$ cat config.mk
export PLATFORM = sky130hd
export DESIGN_NAME = load_store_unit
export DESIGN_NICKNAME = d
export VERILOG_FILES = /design/src/rtl/load_store_unit.sv
export SDC_FILE = /design/constraint.sdc
export NUM_CORES = 1
export LEC_CHECK = 0
export BUFFER_PORTS_ARGS = -buffer_cell sky130_fd_sc_hd__buf_2
export CORE_MARGIN = 8
export CORE_UTILIZATION = 52
export CTS_CLUSTER_DIAMETER = 100
export DETAILED_ROUTE_END_ITERATION = 8
export PLACE_DENSITY = 0.85
export SYNTH_ARGS = -nofsm -noshare
export SYNTH_HDL_FRONTEND = slang
export SYNTH_SLANG_ARGS = --single-unit
export TNS_END_PERCENT = 30
$ cat constraint.sdc
create_clock -name clk -period 3 [get_ports clk]
set_clock_uncertainty 0.1 [all_clocks]
set_input_delay 0.45 -clock clk [delete_from_list [all_inputs] [get_ports clk]]
set_output_delay 0.45 -clock clk [all_outputs]
set_load 0.01 [all_outputs]
$ cat src/rtl/load_store_unit.sv
// Purpose : RV32I load/store memory stage; lane steering, byte enables, load extension,
//           misalignment / illegal-width detection and bus timeout over a req/ack data bus.
// Latency : start in cycle 0 -> mem_req from cycle 1; ack in cycle k -> done in cycle k+1.
// Backpr. : no queueing; start is only sampled in IDLE, stall holds the datapath while busy.
//
// Ports:
//   clk, rst                      clock, synchronous active-high reset
//   start/op_store/funct3/addr/   request from the datapath (address is the ALU result,
//   store_data                    store_data is rs2)
//   mem_req/mem_we/mem_addr/      word-wide bus request, held stable while in REQ
//   mem_be/mem_wdata
//   mem_ack/mem_rdata             single-cycle acknowledge, read word valid with the ack
//   load_data                     extended load result, held until the next good load
//   done/error                    one-cycle completion / failure pulses
//   stall                         hold PC and suppress writeback
module load_store_unit #(
  parameter int unsigned TIMEOUT_CYCLES = 16
) (
  input  logic        clk,
  input  logic        rst,
  input  logic        start,
  input  logic        op_store,
  input  logic [2:0]  funct3,
  input  logic [31:0] addr,
  input  logic [31:0] store_data,
  output logic        mem_req,
  output logic        mem_we,
  output logic [31:0] mem_addr,
  output logic [3:0]  mem_be,
  output logic [31:0] mem_wdata,
  input  logic        mem_ack,
  input  logic [31:0] mem_rdata,
  output logic [31:0] load_data,
  output logic        done,
  output logic        error,
  output logic        stall
);

  typedef enum logic [1:0] {
    ST_IDLE = 2'd0,
    ST_REQ  = 2'd1,
    ST_RESP = 2'd2
  } state_t;

  // The counter holds the number of REQ cycles already completed, so the last
  // permitted REQ cycle is the one where it equals TIMEOUT_CYCLES-1.
  localparam logic [7:0] TO_LAST = 8'(TIMEOUT_CYCLES - 1);

  state_t      r_state;
  state_t      w_state_nxt;
  logic [7:0]  r_cnt;
  logic [2:0]  r_f3;
  logic [1:0]  r_off;
  logic        r_mem_req;
  logic        r_mem_we;
  logic [31:0] r_mem_addr;
  logic [3:0]  r_mem_be;
  logic [31:0] r_mem_wdata;
  logic [31:0] r_load_data;
  logic        r_done;
  logic        r_error;

  logic        w_legal;
  logic        w_aligned;
  logic [3:0]  w_be;
  logic [31:0] w_wdata;
  logic        w_launch;
  logic        w_capture;
  logic        w_done_nxt;
  logic        w_err_nxt;
  logic        w_req_end;
  logic [31:0] w_shifted;
  logic [31:0] w_ext;

  // Request decode: width from funct3[1:0], signedness from funct3[2] (loads only).
  always_comb begin
    w_legal   = 1'b0;
    w_aligned = 1'b0;
    w_be      = 4'b0000;
    w_wdata   = 32'h0;
    case (funct3[1:0])
      2'b00: begin
        w_aligned = 1'b1;
        w_be      = 4'b0001 << addr[1:0];
        w_wdata   = {4{store_data[7:0]}};
      end
      2'b01: begin
        w_aligned = ~addr[0];
        w_be      = 4'b0011 << addr[1:0];
        w_wdata   = {2{store_data[15:0]}};
      end
      2'b10: begin
        w_aligned = (addr[1:0] == 2'b00);
        w_be      = 4'b1111;
        w_wdata   = store_data;
      end
      default: begin
        w_aligned = 1'b0;
      end
    endcase
    if (op_store) begin
      w_legal = (funct3 == 3'b000) || (funct3 == 3'b001) || (funct3 == 3'b010);
    end else begin
      w_legal = (funct3 == 3'b000) || (funct3 == 3'b001) || (funct3 == 3'b010) ||
                (funct3 == 3'b100) || (funct3 == 3'b101);
      w_wdata = 32'h0;
    end
  end

  // Load extraction: move the addressed lane down to bit 0, then extend.
  assign w_shifted = mem_rdata >> {r_off, 3'b000};

  always_comb begin
    w_ext = w_shifted;
    case (r_f3)
      3'b000:  w_ext = {{24{w_shifted[7]}}, w_shifted[7:0]};
      3'b001:  w_ext = {{16{w_shifted[15]}}, w_shifted[15:0]};
      3'b100:  w_ext = {24'h0, w_shifted[7:0]};
      3'b101:  w_ext = {16'h0, w_shifted[15:0]};
      default: w_ext = w_shifted;
    endcase
  end

  // State register
  always_ff @(posedge clk) begin
    if (rst) begin
      r_state <= ST_IDLE;
    end else begin
      r_state <= w_state_nxt;
    end
  end

  // Next-state and transaction events
  always_comb begin
    w_state_nxt = r_state;
    w_launch    = 1'b0;
    w_capture   = 1'b0;
    w_done_nxt  = 1'b0;
    w_err_nxt   = 1'b0;
    w_req_end   = 1'b0;
    case (r_state)
      ST_IDLE: begin
        if (start) begin
          if (w_legal && w_aligned) begin
            w_launch    = 1'b1;
            w_state_nxt = ST_REQ;
          end else begin
            w_err_nxt = 1'b1;
          end
        end
      end
      ST_REQ: begin
        // An ack in the final allowed cycle still completes the access.
        if (mem_ack) begin
          w_state_nxt = ST_RESP;
          w_done_nxt  = 1'b1;
          w_capture   = ~r_mem_we;
          w_req_end   = 1'b1;
        end else if (r_cnt == TO_LAST) begin
          w_state_nxt = ST_IDLE;
          w_err_nxt   = 1'b1;
          w_req_end   = 1'b1;
        end
      end
      ST_RESP: begin
        w_state_nxt = ST_IDLE;
      end
      default: begin
        w_state_nxt = ST_IDLE;
      end
    endcase
  end

  // Bus-side and result registers
  always_ff @(posedge clk) begin
    if (rst) begin
      r_mem_req   <= 1'b0;
      r_mem_we    <= 1'b0;
      r_mem_addr  <= 32'h0;
      r_mem_be    <= 4'b0000;
      r_mem_wdata <= 32'h0;
      r_load_data <= 32'h0;
      r_done      <= 1'b0;
      r_error     <= 1'b0;
      r_cnt       <= 8'h0;
      r_f3        <= 3'b000;
      r_off       <= 2'b00;
    end else begin
      r_done  <= w_done_nxt;
      r_error <= w_err_nxt;
      if (w_launch) begin
        r_mem_req   <= 1'b1;
        r_mem_we    <= op_store;
        r_mem_addr  <= {addr[31:2], 2'b00};
        r_mem_be    <= w_be;
        r_mem_wdata <= w_wdata;
        r_f3        <= funct3;
        r_off       <= addr[1:0];
      end else if (w_req_end) begin
        r_mem_req <= 1'b0;
      end
      r_cnt <= (r_state == ST_REQ) ? r_cnt + 8'd1 : 8'h0;
      if (w_capture) begin
        r_load_data <= w_ext;
      end
    end
  end

  assign mem_req   = r_mem_req;
  assign mem_we    = r_mem_we;
  assign mem_addr  = r_mem_addr;
  assign mem_be    = r_mem_be;
  assign mem_wdata = r_mem_wdata;
  assign load_data = r_load_data;
  assign done      = r_done;
  assign error     = r_error;

  // Low in RESP on purpose: writeback happens in the done cycle.
  assign stall = ((r_state == ST_IDLE) && start && w_legal && w_aligned) ||
                 (r_state == ST_REQ);

endmodule

* Word level (Yosys, flattened, before mapping)
Index checks and enable logic that the tools add are counted.
** Word-level totals
- Register bits :: 117
- Latch bits :: 0
- Bits in writable memories :: 0
- Bits in read-only memories :: 0
- Input port bits :: 104
- Output and inout bits :: 105
- Memories :: 0
** Cells by class
- Add/subtract/negate cells :: 1
- $mul :: 0
- Div/mod/pow operators :: 0
- $lt $le $gt $ge :: 0
- Eq/ne operators :: 14
- Shifts and indexed selects :: 3
- Multiplexer cells :: 26
- Bitwise operators :: 3
- Reduce and logical (&&, ||, !) cells :: 17
** Operators with widths (count)
- case mux 32 bit (4 select lines) :: 1
- case mux 32 bit (3 select lines) :: 1
- two-way mux 32 bit :: 1
- >> shifter 32 x 5 -> 32 bit :: 1
- two-way mux 1 bit :: 15
- == test 3 bit, second input constant :: 4
- case mux 4 bit (3 select lines) :: 1
- adder 8 x 1 -> 8 bit, second input constant :: 1
- == test 8 x 4 -> 1 bit, second input constant :: 1
- two-way mux 2 bit :: 4
- == test 3 x 1 -> 1 bit, second input constant :: 2
- logical NOT 2 bit :: 3
- logical NOT 3 bit :: 2
- logical OR 1 bit :: 5
- == test 2 x 1 -> 1 bit, second input constant :: 2
- logical AND 1 bit :: 4
- != test 2 bit, second input constant :: 2
- case mux 2 bit (2 select lines) :: 1
- left shift 1 x 2 -> 4 bit, first input constant :: 1
- left shift 2 x 2 -> 4 bit, first input constant :: 1
- == test 3 x 2 -> 1 bit, second input constant :: 1
- != test 3 bit, second input constant :: 1
- NOT 1 bit :: 3
- case mux 1 bit (3 select lines) :: 1
- other kinds (5) :: 5

* Depth between registers and ports, before layout
- Depth in word-level cells :: 11
- Depth in mapped cells :: 7
- Depth with buffers taken out :: 5

* Worst setup path after synthesis
No wires, ideal clock.
- Path type :: in2out
- Start point :: in addr[0]
- End point :: out stall
- Arrival time :: 1.361 ns
- Setup slack :: 1.089 ns
- Stages :: 5
- Buffers on the path :: 2
- Path through :: clkbuf_2 > a221oi_2 > o21ai_2 > buf_2 > nand2_1
** Between the ends
- Longest elaborated chain between the ends :: 4
- Elaborated cells on any way between the ends :: 5
- Those cells by class :: mux (1); bitwise (1); reduce/logical (3)
** Ends and longest elaborated chain
- start, declared :: RTL line 24 : input logic [31:0] addr,
- logical NOT 2 bit or NOT 1 bit (tied branches) :: RTL line 93, 88
- case mux 1 bit (3 select lines) * :: RTL line 81 : case (funct3[1:0])
- logical AND 1 bit * :: RTL line 219 : assign stall = ((r_state == ST_IDLE) && start && w_legal && w_aligned) ||
- logical OR 1 bit * :: RTL line 219
- end, declared :: RTL line 36 : output logic stall
Mark *: on every way between the ends. The rest lies on a longest branch, timed or not.

* Worst setup path after layout
- Start point :: reg r_state[1]
- End point :: out stall
** Between the ends
- Longest elaborated chain between the ends :: 5
- Elaborated cells on any way between the ends :: 6
- Those cells by class :: eq/ne (1); reduce/logical (5)
** Ends and longest elaborated chain
- start, declared :: RTL line 49 : state_t r_state;
- start signal, assigned :: RTL line 129 : r_state <= w_state_nxt;
- logical NOT 2 bit :: RTL line 219
- logical AND 1 bit (3 in a row) :: RTL line 219
- logical OR 1 bit * :: RTL line 219
Marks and branches as above.

==> impl_metrics.toml <==
[placement]
placed_area_um2 = 6235
dp_hpwl_um = 12050
place.gp.congestion = 0.9038
port_buffers = 206

[clock_network]
ctsHtreeMaxLevel = 4
cts_sinks = 117
cts_tree = "done"
cts_resized = 0
hold_buffers = 0
ctsRootBufferMaster = "clkbuf_8"
clkLatencyLatePin_ns = 0.52
cts_setup_buffers = 0
cts.path.max_buffers = 2
cts_made_buffers = 17
clk_pin_slew_worst_paths_ns = 0.06

[die]
pin_count = 209
fp.dieH_um = 116.0
core_um2 = 9729
fp-row-count = 36
die_area_um2 = 13460
start_util_pct = 53.47
die_x_um = 116.0

[route]
post_drt_wl_per_cell_um = 17.22
vias = 5235
routed-wl-met2_um = 8065
drc_errors = 0
topRoutingLayerUsed = "met4"
met1_length_um = 6556
first_pass_iters = 5
postRouteWirelength_um = 16420
wl_met3_um = 1447
avgViaCountPerCell = 5.487
drtAntennaViolNets = 0
drt_iter0_markers = 449

[setup_path]
crit_arrival_ns = 1.78
start_kind = "flip-flop"
slowest_stage = "nor3b_1"
cp_max_fo = 4
path_cells = "nor3b_1 > o21ai_4 > nand2_1 > buf_2"
worst_setup_path_end_kind = "output port"
crit_type = "flip-flop to output port"
max_stage_delay_ns = 0.53
critPathRequiredTime_ns = 2.45

[synth]
syn_area_per_cell_um2 = 8.297
synth_edf_count = 0
synth_most_common_cell = "nand2_1"
synth-seq-cells = 117
synth_cells = 627
synth_cell_types = 49
synth_warnings = 0
synth_top_area_share_pct = 45.02
synth-main-ff-cell = "dfxtp_1"
async_flop_share_pct = 0
synth_area_um2 = 5202
yosysTopAreaCell = "dfxtp_1"
synth_seq_area_share_pct = 45.02
synth_commonest_cells = "136 x nand2_1, 117 x dfxtp_1, 77 x a21oi_1"
synthTopCellsByArea = "dfxtp_1 45%, nand2_1 9.8%, a21oi_1 7.4%"

[grt]
grt_max_degree = 66
first_global_vias = 5218
grt_pass1_wl_um = 25300
gr-total-overflow = 0
grt_antenna_before_repair = 0
grt_usage_pct = 23.75

[final_layout]
fin_nets = 912
final_cell_area_um2 = 6859
layout-drive-gt1-share_pct = 32.56
area_growth_syn_to_layout_pct = 31.84

[power]
p_clk_share_pct = 49.8
p_total_w = 0.004202
sequentialPowerShare_pct = 39.1
pwr-share-comb_pct = 11.1
swShare_pct = 24.17
p_int_w = 0.003186
peakVddDrop_mv = 0.3471
power.density_nw_per_um2 = 612.7
power.leakage_nw = 2.989
p_sw_w = 0.001016

[timing]
rsz0062_at_grt = "no"
period_minus_slack_ns = 2.332
finalHoldViolCount = 0
worstMarginPinSlew_ns = 0.7210
finalCritPeriodShare_pct = 77.72
drv_slew = 0
max_freq_ghz = 0.4289
finalSetupViolations = 0
timing.setup.tns_ns = 0
slew_headroom_pct = 51.84

[flow_run]
cap_violations = 0

[run_status]
outcome = "completed"

[hold_path]
min_path_type = "primary input to flip-flop"
state kept, by name, indices dropped and copies added, names as in the netlist:
| signal | count |
|---|---|
| done | 1 |
| error | 1 |
| load_data | 32 |
| mem_addr | 30 |
| mem_be | 4 |
| mem_req | 1 |
| mem_wdata | 32 |
| mem_we | 1 |
| r_cnt | 8 |
| r_f3 | 3 |
| r_off | 2 |
| r_state | 2 |
logic make-up (layout without fill, tap and decap cells):
group           after synthesis  count (layout)  synth area share [%]
xor+xnor                      6               6                 1.010
compound gates              153             153                 18.69
fa+ha+maj                     1               1                0.2405
simple gates                249             249                 21.24
buf+inv                      59             251                 5.363
mux                          41              41                 8.369
other cells                   1               3               0.07208
flops                       117             117                 45.02
final cells by class:
type / count / area, um2
clock inverters: 13 / 180.2
fillers: 784 / 2870
well taps: 133 / 166.4
diodes: 1 / 2.502
clock buffers: 19 / 441.7
multi-input cells: 452 / 2600
repair buffers: 215 / 1111
inverters: 4 / 15.01
flip-flops and latches: 117 / 2342
power groups by stage:
stage	combinational, W	sequential [W]	clock (W)
after floorplan	0.000253	0.00169	0
after global placement	0.000449	0.00167	0
after detailed placement	0.000462	0.00167	0
after CTS	0.000466	0.00164	0.00212
after global routing	0.000511	0.00165	0.00219
final	0.000468	0.00164	0.00209
worst paths after layout:
kind / startpoint / end / slack (ns) / cells after the start
worst max-delay path: r_state[1]$_SDFFE_PP0P_ / stall / 0.67 / 4
worst min-delay path: addr[5] / mem_addr[5]$_SDFFE_PP0P_ / 0.07 / 3
worst max register to register: r_off[1]$_SDFFE_PP0P_ / load_data[27]$_SDFFE_PP0P_ / 0.68 / 4
worst min register to register: mem_addr[29]$_SDFFE_PP0P_ / mem_addr[29]$_SDFFE_PP0P_ / 0.35 / 2
placed cells by master, fill, tap and decap left out, types with 4 or more instances in the layout:
cell type,instances
o2bb2ai_1,7
nand2_1,136
o211ai_1,8
clkbuf_16,16
dfxtp_1,117
nand3_1,25
buf_2,206
nor2b_1,6
clkinv_2,4
nor3_1,14
nand3b_1,8
a211oi_1,16
buf_4,8
mux2i_1,30
o21ai_0,15
a21oi_1,77
mux2_2,10
nor2_1,42
bufinv_16,4
a22o_1,19
critical path: cells and delay by family (launching register included):
kind / cells / cell delay, ns
AOI/OAI and AO/OA: 1 / 0.14
DFF: 1 / 0.32
and+or+nand+nor: 2 / 0.65
buffers and inverters: 1 / 0.14
routing by layer:
layer / track usage, % / vias up
li1: - / 2541
met1: 27.31 / 2419
met2: 40.23 / 243
met3: 7.348 / 32
met4: 9.421 / 0
met5: 0 / -
through the flow:
stage	worst slack [ns]	utilization [%]	cells	hold WS [ns]
after floorplan	1.089	-	628	0.3130
after global placement	0.8159	64.08	921	0.3249
after detailed placement	0.7524	64.08	921	0.3433
after CTS	0.6593	70.47	953	0.05136
after global routing	0.5224	70.47	953	0.05629
final	0.6684	70.50	954	0.06979
No activity file was read; power rests on OpenSTA's default activity.
